--- src/rtl/hive_midi_tx_arb.sv ---
`default_nettype none
// +----------------------------------------------------------------------+
// | hive_midi_tx_arb                                                      |
// | Round-robin MIDI message arbiter: serializes granted messages into    |
// | the TX FIFO with length trimming and timed running-status compression.|
// | Rev 1.0                                                               |
// +----------------------------------------------------------------------+
module hive_midi_tx_arb #(
  parameter int REQ_N    = 2,
  parameter bit RUN_STAT = 1'b1,
  parameter int RS_TMO   = 2**20
) (
  input  logic                 clk_i,
  input  logic                 rst_n_i,
  input  logic [REQ_N-1:0]     req_i,
  input  logic [REQ_N*24-1:0]  req_msg_i,
  output logic [REQ_N-1:0]     ack_o,
  input  logic                 rs_clr_i,
  output logic                 wr_o,
  output logic [7:0]           wr_data_o,
  input  logic                 wr_rdy_i,
  output logic                 busy_o,
  output logic                 drop_o
);

  localparam int c_PW = $clog2(REQ_N);
  localparam int c_TW = $clog2(RS_TMO + 1);
  localparam logic [c_TW-1:0] c_TMO = c_TW'(RS_TMO);

  typedef enum logic [1:0] {
    S_IDLE = 2'd0,
    S_STAT = 2'd1,
    S_D1   = 2'd2,
    S_D2   = 2'd3
  } state_t;

  state_t            r_state;
  logic [c_PW-1:0]   r_ptr;
  logic [23:0]       r_msg;
  logic [1:0]        r_len;
  logic [7:0]        r_wr_data;
  logic              r_rs_valid;
  logic [7:0]        r_last_stat;
  logic [c_TW-1:0]   r_timer;

  logic [23:0]       w_msgs [REQ_N];
  logic [c_PW:0]     w_idx;
  logic              w_gnt;
  logic [c_PW-1:0]   w_gnt_idx;
  logic [c_PW-1:0]   w_nxt_ptr;
  logic [23:0]       w_gnt_msg;
  logic [7:0]        w_gnt_stat;
  logic [1:0]        w_gnt_len;
  logic              w_gnt_chan;
  logic              w_skip;
  logic              w_wr;
  logic              w_stat_wr;

  for (genvar k = 0; k < REQ_N; k++) begin : g_msg
    assign w_msgs[k] = req_msg_i[24*k +: 24];
  end

  // Scan downward so the lowest offset from r_ptr is the last (winning) write.
  always_comb begin
    w_gnt     = 1'b0;
    w_gnt_idx = '0;
    w_idx     = '0;
    for (int i = REQ_N - 1; i >= 0; i--) begin
      w_idx = {1'b0, r_ptr} + (c_PW+1)'(i);
      if (w_idx >= (c_PW+1)'(REQ_N)) w_idx = w_idx - (c_PW+1)'(REQ_N);
      if (r_state == S_IDLE && req_i[w_idx[c_PW-1:0]]) begin
        w_gnt     = 1'b1;
        w_gnt_idx = w_idx[c_PW-1:0];
      end
    end
  end

  always_comb begin
    ack_o = '0;
    if (w_gnt) ack_o[w_gnt_idx] = 1'b1;
  end

  assign w_nxt_ptr  = (w_gnt_idx == c_PW'(REQ_N - 1)) ? '0 : w_gnt_idx + c_PW'(1);
  assign w_gnt_msg  = w_msgs[w_gnt_idx];
  assign w_gnt_stat = w_gnt_msg[23:16];
  assign w_gnt_chan = w_gnt_stat[7] && (w_gnt_stat[7:4] != 4'hF);
  assign w_gnt_len  = !w_gnt_stat[7]                ? 2'd0 :
                      (w_gnt_stat[7:4] == 4'hF)     ? 2'd1 :
                      (w_gnt_stat[7:5] == 3'b110)   ? 2'd2 : 2'd3;
  assign w_skip     = RUN_STAT && w_gnt_chan && r_rs_valid && (w_gnt_stat == r_last_stat);

  assign drop_o     = w_gnt && !w_gnt_stat[7];
  assign busy_o     = (r_state != S_IDLE);
  assign w_wr       = busy_o && wr_rdy_i;
  assign wr_o       = w_wr;
  assign wr_data_o  = r_wr_data;
  assign w_stat_wr  = w_wr && (r_state == S_STAT);

  always_ff @(posedge clk_i or negedge rst_n_i) begin
    if (!rst_n_i) begin
      r_state   <= S_IDLE;
      r_ptr     <= '0;
      r_msg     <= '0;
      r_len     <= '0;
      r_wr_data <= '0;
    end else begin
      case (r_state)
        S_IDLE: begin
          if (w_gnt) begin
            r_ptr <= w_nxt_ptr;
            if (w_gnt_stat[7]) begin
              r_msg <= w_gnt_msg;
              r_len <= w_gnt_len;
              if (w_skip) begin
                r_state   <= S_D1;
                r_wr_data <= w_gnt_msg[15:8];
              end else begin
                r_state   <= S_STAT;
                r_wr_data <= w_gnt_stat;
              end
            end
          end
        end
        S_STAT: begin
          if (w_wr) begin
            if (r_len == 2'd1) begin
              r_state <= S_IDLE;
            end else begin
              r_state   <= S_D1;
              r_wr_data <= r_msg[15:8];
            end
          end
        end
        S_D1: begin
          if (w_wr) begin
            if (r_len == 2'd2) begin
              r_state <= S_IDLE;
            end else begin
              r_state   <= S_D2;
              r_wr_data <= r_msg[7:0];
            end
          end
        end
        S_D2: begin
          if (w_wr) r_state <= S_IDLE;
        end
        default: r_state <= S_IDLE;
      endcase
    end
  end

  // Realtime statuses (F8-FF) pass through without touching running status.
  always_ff @(posedge clk_i or negedge rst_n_i) begin
    if (!rst_n_i) begin
      r_rs_valid  <= 1'b0;
      r_last_stat <= '0;
      r_timer     <= '0;
    end else begin
      if (w_stat_wr && (r_msg[23:20] != 4'hF)) begin
        r_last_stat <= r_msg[23:16];
        r_rs_valid  <= 1'b1;
        r_timer     <= c_TMO;
      end else if (w_stat_wr && (r_msg[23:19] == 5'b11110)) begin
        r_rs_valid <= 1'b0;
      end else if (r_rs_valid && (r_timer != '0)) begin
        r_timer <= r_timer - c_TW'(1);
        if (r_timer == c_TW'(1)) r_rs_valid <= 1'b0;
      end
      if (rs_clr_i) r_rs_valid <= 1'b0;
    end
  end

endmodule
`default_nettype wire

--- config.mk ---
export PLATFORM = sky130hd
export DESIGN_NAME = hive_midi_tx_arb
export DESIGN_NICKNAME = d
export VERILOG_FILES = /design/src/rtl/hive_midi_tx_arb.sv
export SDC_FILE = /design/constraint.sdc
export NUM_CORES = 1
export LEC_CHECK = 0
export BUFFER_PORTS_ARGS = -buffer_cell sky130_fd_sc_hd__buf_2
export CELL_PAD_IN_SITES_DETAIL_PLACEMENT = 0
export CELL_PAD_IN_SITES_GLOBAL_PLACEMENT = 1
export CORE_ASPECT_RATIO = 1.25
export CORE_MARGIN = 1.5
export CORE_UTILIZATION = 39
export DETAILED_ROUTE_END_ITERATION = 8
export GPL_TIMING_DRIVEN = 0
export PLACE_DENSITY_LB_ADDON = 0.1
export SETUP_SLACK_MARGIN = 0.02
export SYNTH_ARGS = -nofsm -noshare
export SYNTH_HDL_FRONTEND = slang
export SYNTH_SLANG_ARGS = --single-unit
export TNS_END_PERCENT = 5
--- constraint.sdc ---
create_clock -name clk_i -period 2.4 [get_ports clk_i]
set_input_delay 0.12 -clock clk_i [delete_from_list [all_inputs] [get_ports clk_i]]
set_output_delay 0.12 -clock clk_i [all_outputs]
set_load 0.05 [all_outputs]
* After elaboration in Yosys (flattened, before gate mapping)
Index checks and enable logic that the tools add are counted.
** Word-level totals
- Register bits after elaboration :: 67
- Word-level logic and storage cells :: 111
** Operators by class
- Mux-type cells :: 44
- Equality and inequality tests :: 20
- Order comparisons :: 7
- Reduce and logical (&&, ||, !) cells :: 26
- $add $sub $neg :: 5
- Bitwise gates (word level) :: 1
** Operator list (number)
- $mux 24 :: 3
- $mux 21 :: 3
- $mux 8 :: 7
- $pmux 8 s3 :: 1
- $eq 21x1->1 const B :: 1
- $reduce_bool 21->1 :: 1
- $sub 21x1->21 const B :: 1
- $mux 2 :: 10
- $mux 1 :: 18
- $ne 2x2->1 const B :: 8
- $logic_and 1x1->1 :: 12
- $eq 8x8->1 :: 1
- $ne 4x4->1 const B :: 2
- $pmux 2 s4 :: 1
- $reduce_bool 4->1 :: 2
- $reduce_and 7->1 :: 1
- $eq 2x2->1 const B :: 3
- $lt 1x2->1 const B :: 3
- $reduce_and 2->1 :: 3
- $eq 5x5->1 const B :: 1
- $reduce_and 5->1 :: 1
- $eq 2x1->1 const B :: 2
- $eq 4x4->1 const B :: 1
- $ge 2x2->1 const B :: 2
- other kinds (13) :: 15

* Longest topological paths before layout
- Word-level depth :: 20
- Mapped depth :: 12

* Worst setup path before layout
Ideal clock, no wire load.
- Path kind :: register to register
- From :: register r_state[0]
- To :: register r_wr_data[5], in the netlist wr_data_o[5]
- Path buffers :: 2
- Library setup time :: 0.070 ns
- Slack :: -0.244 ns
- Stages on the path, launching flop included :: 12
- Required time :: 2.330 ns
- Period minus slack after synthesis :: 2.644 ns
- Arrival :: 2.575 ns
- Cell sequence :: dfrtp_1 > inv_1 > ha_1 > buf_4 > a21boi_4 > mux2_4 > nand2_2 > mux2_4 > or4_4 > buf_6 > or3b_1 > nand3_1
** Between the ends
- Word-level cells in the longest chain between the ends :: 16
- Elaborated cells on any way between the ends :: 32
- Classes of those cells :: eq/ne (10); mux (11); bitwise (1); reduce/logical (10)
** Ends and longest elaborated chain
- start: declaration :: line 37 : state_t r_state;
- start signal: assignment :: line 101 : r_state <= S_IDLE;
- start signal: assignment :: line 115 : r_state <= S_D1;
- start signal: assignment :: line 118 : r_state <= S_STAT;
- $logic_not 2->1 :: line 71, 107
- $logic_and 1x1->1 :: line 71 : if (r_state == S_IDLE && req_i[w_idx[c_PW-1:0]]) begin
- $mux 1 (2 in a row) :: line 71
- $not 1->2 (implied by the code) :: line 84 : assign w_gnt_msg = w_msgs[w_gnt_idx];
- $mux 24 (implied by the code) (3 in a row) :: line 84
- $ne 4x4->1 :: line 86 : assign w_gnt_chan = w_gnt_stat[7] && (w_gnt_stat[7:4] != 4'hF);
- $logic_and 1x1->1 :: line 86
- $logic_and 1x1->1 (2 in a row) :: line 90 : assign w_skip = RUN_STAT && w_gnt_chan && r_rs_valid && (w_gnt_stat == r_last_stat);
- $mux 8 :: line 114 : if (w_skip) begin
- $mux 8 :: line 111 : if (w_gnt_stat[7]) begin
- $mux 8 :: line 109 : if (w_gnt) begin
- $pmux 8 s3 :: line 107 : case (r_state)
- end signal: assignment :: line 116 : r_wr_data <= w_gnt_msg[15:8];
- end signal: assignment :: line 119 : r_wr_data <= w_gnt_stat;
- end signal: assignment :: line 130 : r_wr_data <= r_msg[15:8];
- end: declaration :: line 41 : logic [7:0] r_wr_data;
Several ways; a longest one is shown, not always the timed one. The select of a mux whose other input is x is not followed.
A chain may end at the register's enable or synchronous reset.

* Worst setup path after layout
- From :: register r_state[0]
- To :: register r_wr_data[6], in the netlist wr_data_o[6]
The elaborated chain is that of the path after synthesis.

==> impl_metrics.py <==
metrics = {
    "status": {
        "outcome": "finished, violations left",
        "violations": "negative setup slack",
    },
    "routing": {
        "wl_per_cell_um": 16.8,
        "drc": 0,
        "vias": 3516,
        "firstDrtPassIters": 4,
        "via_per_inst": 5.42,
        "ant_nets": 0,
        "drt_iter0_markers": 115,
        "routed_wl_um": 10900,
    },
    "yosys": {
        "synth_warnings": 0,
        "syn_nets": 498,
        "synthTopCellsByArea": "dfrtp_1 (42%), mux2i_1 (5.2%), nand2_1 (4.7%)",
        "ys.flop_type": "dfrtp_1",
        "avgSynthCellArea_um2": 9.25,
        "syn_inst": 436,
        "mappedNetlistArea_um2": 4030,
        "synth_cell_types": 60,
        "synth_edf_count": 0,
        "yosysTopAreaCell": "dfrtp_1",
        "async_reset_ff_share_pct": 100,
        "seq_area_frac_synth_pct": 41.6,
        "ys_ff_latch": 67,
        "synth_top_cell_area_share_pct": 41.6,
    },
    "finish": {
        "multi_input_area_um2": 2290,
        "areaGrowthSynthToFinish_pct": 23.0,
        "layout-drive-gt1-share_pct": 25.8,
        "fillers": 997,
        "n_antenna_cell": 0,
        "final_nets": 577,
        "seq_area_um2": 1680,
    },
    "timing": {
        "slew_headroom_pct": 41.2,
        "skew_ns": 0.00712,
        "whs_ns": 0.0734,
        "finalSetupViolations": 9,
        "post-route-period-util_pct": 107,
        "worst_slack_ns": -0.172,
        "fmax_mhz": 389,
        "maxSlewViolCount": 0,
        "worst_slew_pin_slew_ns": 0.882,
        "min_period_ns": 2.57,
        "hold_violations": 0,
        "rsz0062_at_grt": "true",
        "setup_tns_ns": -1.20,
    },
    "critical_path": {
        "crit_top_cell": "mux2_4",
        "rr_startpoint": "r_state[0]",
        "startpoint_type": "register",
        "crit_type": "reg2reg",
        "r2r-end": "wr_data_o[6]",
        "reg2reg_depth": 11,
        "cp_slowest_stage_delay_ns": 0.49,
        "worstPathArrival_ns": 2.77,
        "ff2ff_setup_slack_ns": -0.17,
        "crit_path_cell_trace": "inv_2, ha_4, buf_8, a21boi_4, mux2_4, nand2_4, mux2_4, or4_4, buf_4, nand3_1, nand4_1",
        "cp.required_ns": 2.60,
        "crit_path_max_fanout": 10,
        "crit_path_end_kind": "register",
        "slowest_stage": "or4_4",
    },
    "min_path": {
        "hold_class": "in2reg",
        "min_from": "req_msg_i[25]",
        "min_path_cells": 3,
        "worstHoldEndpoint": "r_msg[1]",
    },
    "grt": {
        "grt_pass1_vias": 3424,
        "grt_max_degree": 68,
        "antenna_found_initial": 0,
        "overflow": 0,
        "grt_pass1_wl_um": 17500,
        "grt.total_usage_pct": 21.1,
    },
    "clock_tree": {
        "worstSkewPairLatency_ns": 0.33,
        "clk_pin_slew_ns": 0.06,
        "h-tree-depth": 3,
        "clockBufferDepth": 2,
        "cts_tree": "yes",
        "root_buffer": "clkbuf_16",
        "cts_made_buffers": 9,
        "cts_sinks": 67,
    },
    "flow_run": {
        "maxCapViolations": 0,
    },
    "placed_design": {
        "post-dp-hpwl_um": 7950,
        "portBuffers": 65,
        "gp_congestion": 0.874,
    },
    "die": {
        "ios": 67,
        "start_util_pct": 39.9,
        "rows": 41,
        "core_um2": 10100,
        "die_area_um2": 11000,
        "die_w_um": 94.0,
        "die-height_um": 117,
    },
    "pwr": {
        "finalPower_w": 0.00684,
        "leakagePower_nw": 2.30,
        "ir_drop_uv": 568,
        "p_per_area_nw_per_um2": 1380,
    },
}
synth_stat cells (all sizes together), types with 3 or more instances:
library cell,n
a211oi,10
a21boi,3
a21oi,17
a22oi,8
a41oi,3
buf,8
clkbuf,15
dfrtp,67
ha,8
inv,13
mux2,16
mux2i,21
nand2,52
nand2b,10
nand3,15
nand3b,5
nand4,3
nor2,32
nor2b,7
nor3,8
nor4,4
o211ai,5
o21ai,34
o22a,5
or3,9
or3b,4
xnor2,12
xor2,11
power breakdown:
part / internal [W] / switching [W] / total (W)
Sequential: 0.00161 / 0.000386 / 0.00200
Combinational: 0.00144 / 0.00216 / 0.00360
Clock: 0.000727 / 0.000510 / 0.00124
kinds of logic after synthesis:
kind of cell               Yosys count  synth area share, %
and+or+nand+nor                    161                 20.1
AOI/OAI and AO/OA                  104                 17.0
DFF                                 67                 41.6
muxes                               37                 9.86
buffers and inverters               36                 3.94
xor gates and xnor gates            23                 4.99
adders and majority gates            8                 2.48
state kept, by name, indices dropped and copies added, names as in the netlist:
signal	cells
r_rs_valid	1
r_timer	21
wr_data_o	8
r_state	2
r_len	2
r_last_stat	8
r_msg	24
r_ptr	1
final cells by class:
| class | count | area share, % |
|---|---|---|
| plain buffers | 21 | 2.82 |
| clock buffers | 12 | 4.97 |
| clock inverters | 4 | 0.529 |
| inverters | 13 | 1.06 |
| multi-input cells | 333 | 46.1 |
| flip-flops and latches | 67 | 33.8 |
| well taps | 129 | 3.25 |
| repair buffers | 70 | 7.46 |
worst max-delay path: cells and delay by family (launching register included):
kind / cells / cell delay (ns)
AO/OA/AOI/OAI: 1 / 0.06
buffers and inverters: 3 / 0.46
adder cells (fa/ha/maj): 1 / 0.14
flip-flops: 1 / 0.41
multiplexers: 2 / 0.61
AND/OR/NAND/NOR: 4 / 0.76
stage by stage:
stage                     cells  utilization, %  cell area, um2  setup slack, ns
final                       649            49.1            4960           -0.172
after global routing        649            49.1            4960           -0.299
after CTS                   649            48.4            4900           -0.194
after detailed placement    630            45.2            4570           -0.446
after global placement      630            45.2            4560           -0.400
after floorplan             436               -            4080          -0.0984
how the worst max path moves through the flow:
stage / to / from / depth (start not counted)
floorplan: wr_data_o[5] / r_state[0] / 11
global placement: r_msg[16] / r_state[0] / 9
detailed placement: r_msg[16] / r_state[0] / 9
CTS: wr_data_o[5] / r_state[0] / 10
global route: wr_data_o[2] / r_state[0] / 11
finish: wr_data_o[6] / r_state[0] / 11
layer usage:
metal | global-route usage (%) | vias up | share of wire (%)
li1 | - | 1725 | -
met1 | 25.2 | 1704 | 43
met2 | 37.7 | 69 | 52
met3 | 2.99 | 18 | 2.9
met4 | 9.25 | 0 | 2.1
met5 | 0 | - | 0
repair_timing:
| item | 4_1_cts | 5_1_grt |
|---|---|---|
| resized for setup | 13 | 25 |
| hold buffers | 2 | 0 |
| setup buffers | 3 | 0 |
| endpoints found under the hold margin | 68 | 0 |
| endpoints found under the setup margin | 57 | 64 |
cell usage in the layout, fill, tap and decap left out, types with 5 or more instances in the layout:
master / netlist / final
a211oi_1: 10 / 10
a21oi_1: 17 / 17
a22oi_1: 8 / 8
buf_2: 4 / 68
buf_4: 1 / 7
clkbuf_1: 15 / 8
clkbuf_16: 0 / 9
dfrtp_1: 67 / 67
ha_1: 8 / 6
inv_1: 13 / 10
mux2_2: 14 / 14
mux2i_1: 21 / 21
nand2_1: 51 / 50
nand2b_1: 10 / 10
nand3_1: 15 / 14
nand3b_1: 5 / 5
nor2_1: 32 / 32
nor2b_1: 7 / 7
nor3_1: 8 / 7
o211ai_1: 5 / 5
o21ai_0: 21 / 21
o21ai_1: 13 / 12
o22a_1: 5 / 5
or3_1: 9 / 9
xnor2_1: 12 / 12
xor2_1: 11 / 11
Note: power is estimated with default switching activity, not from simulation.
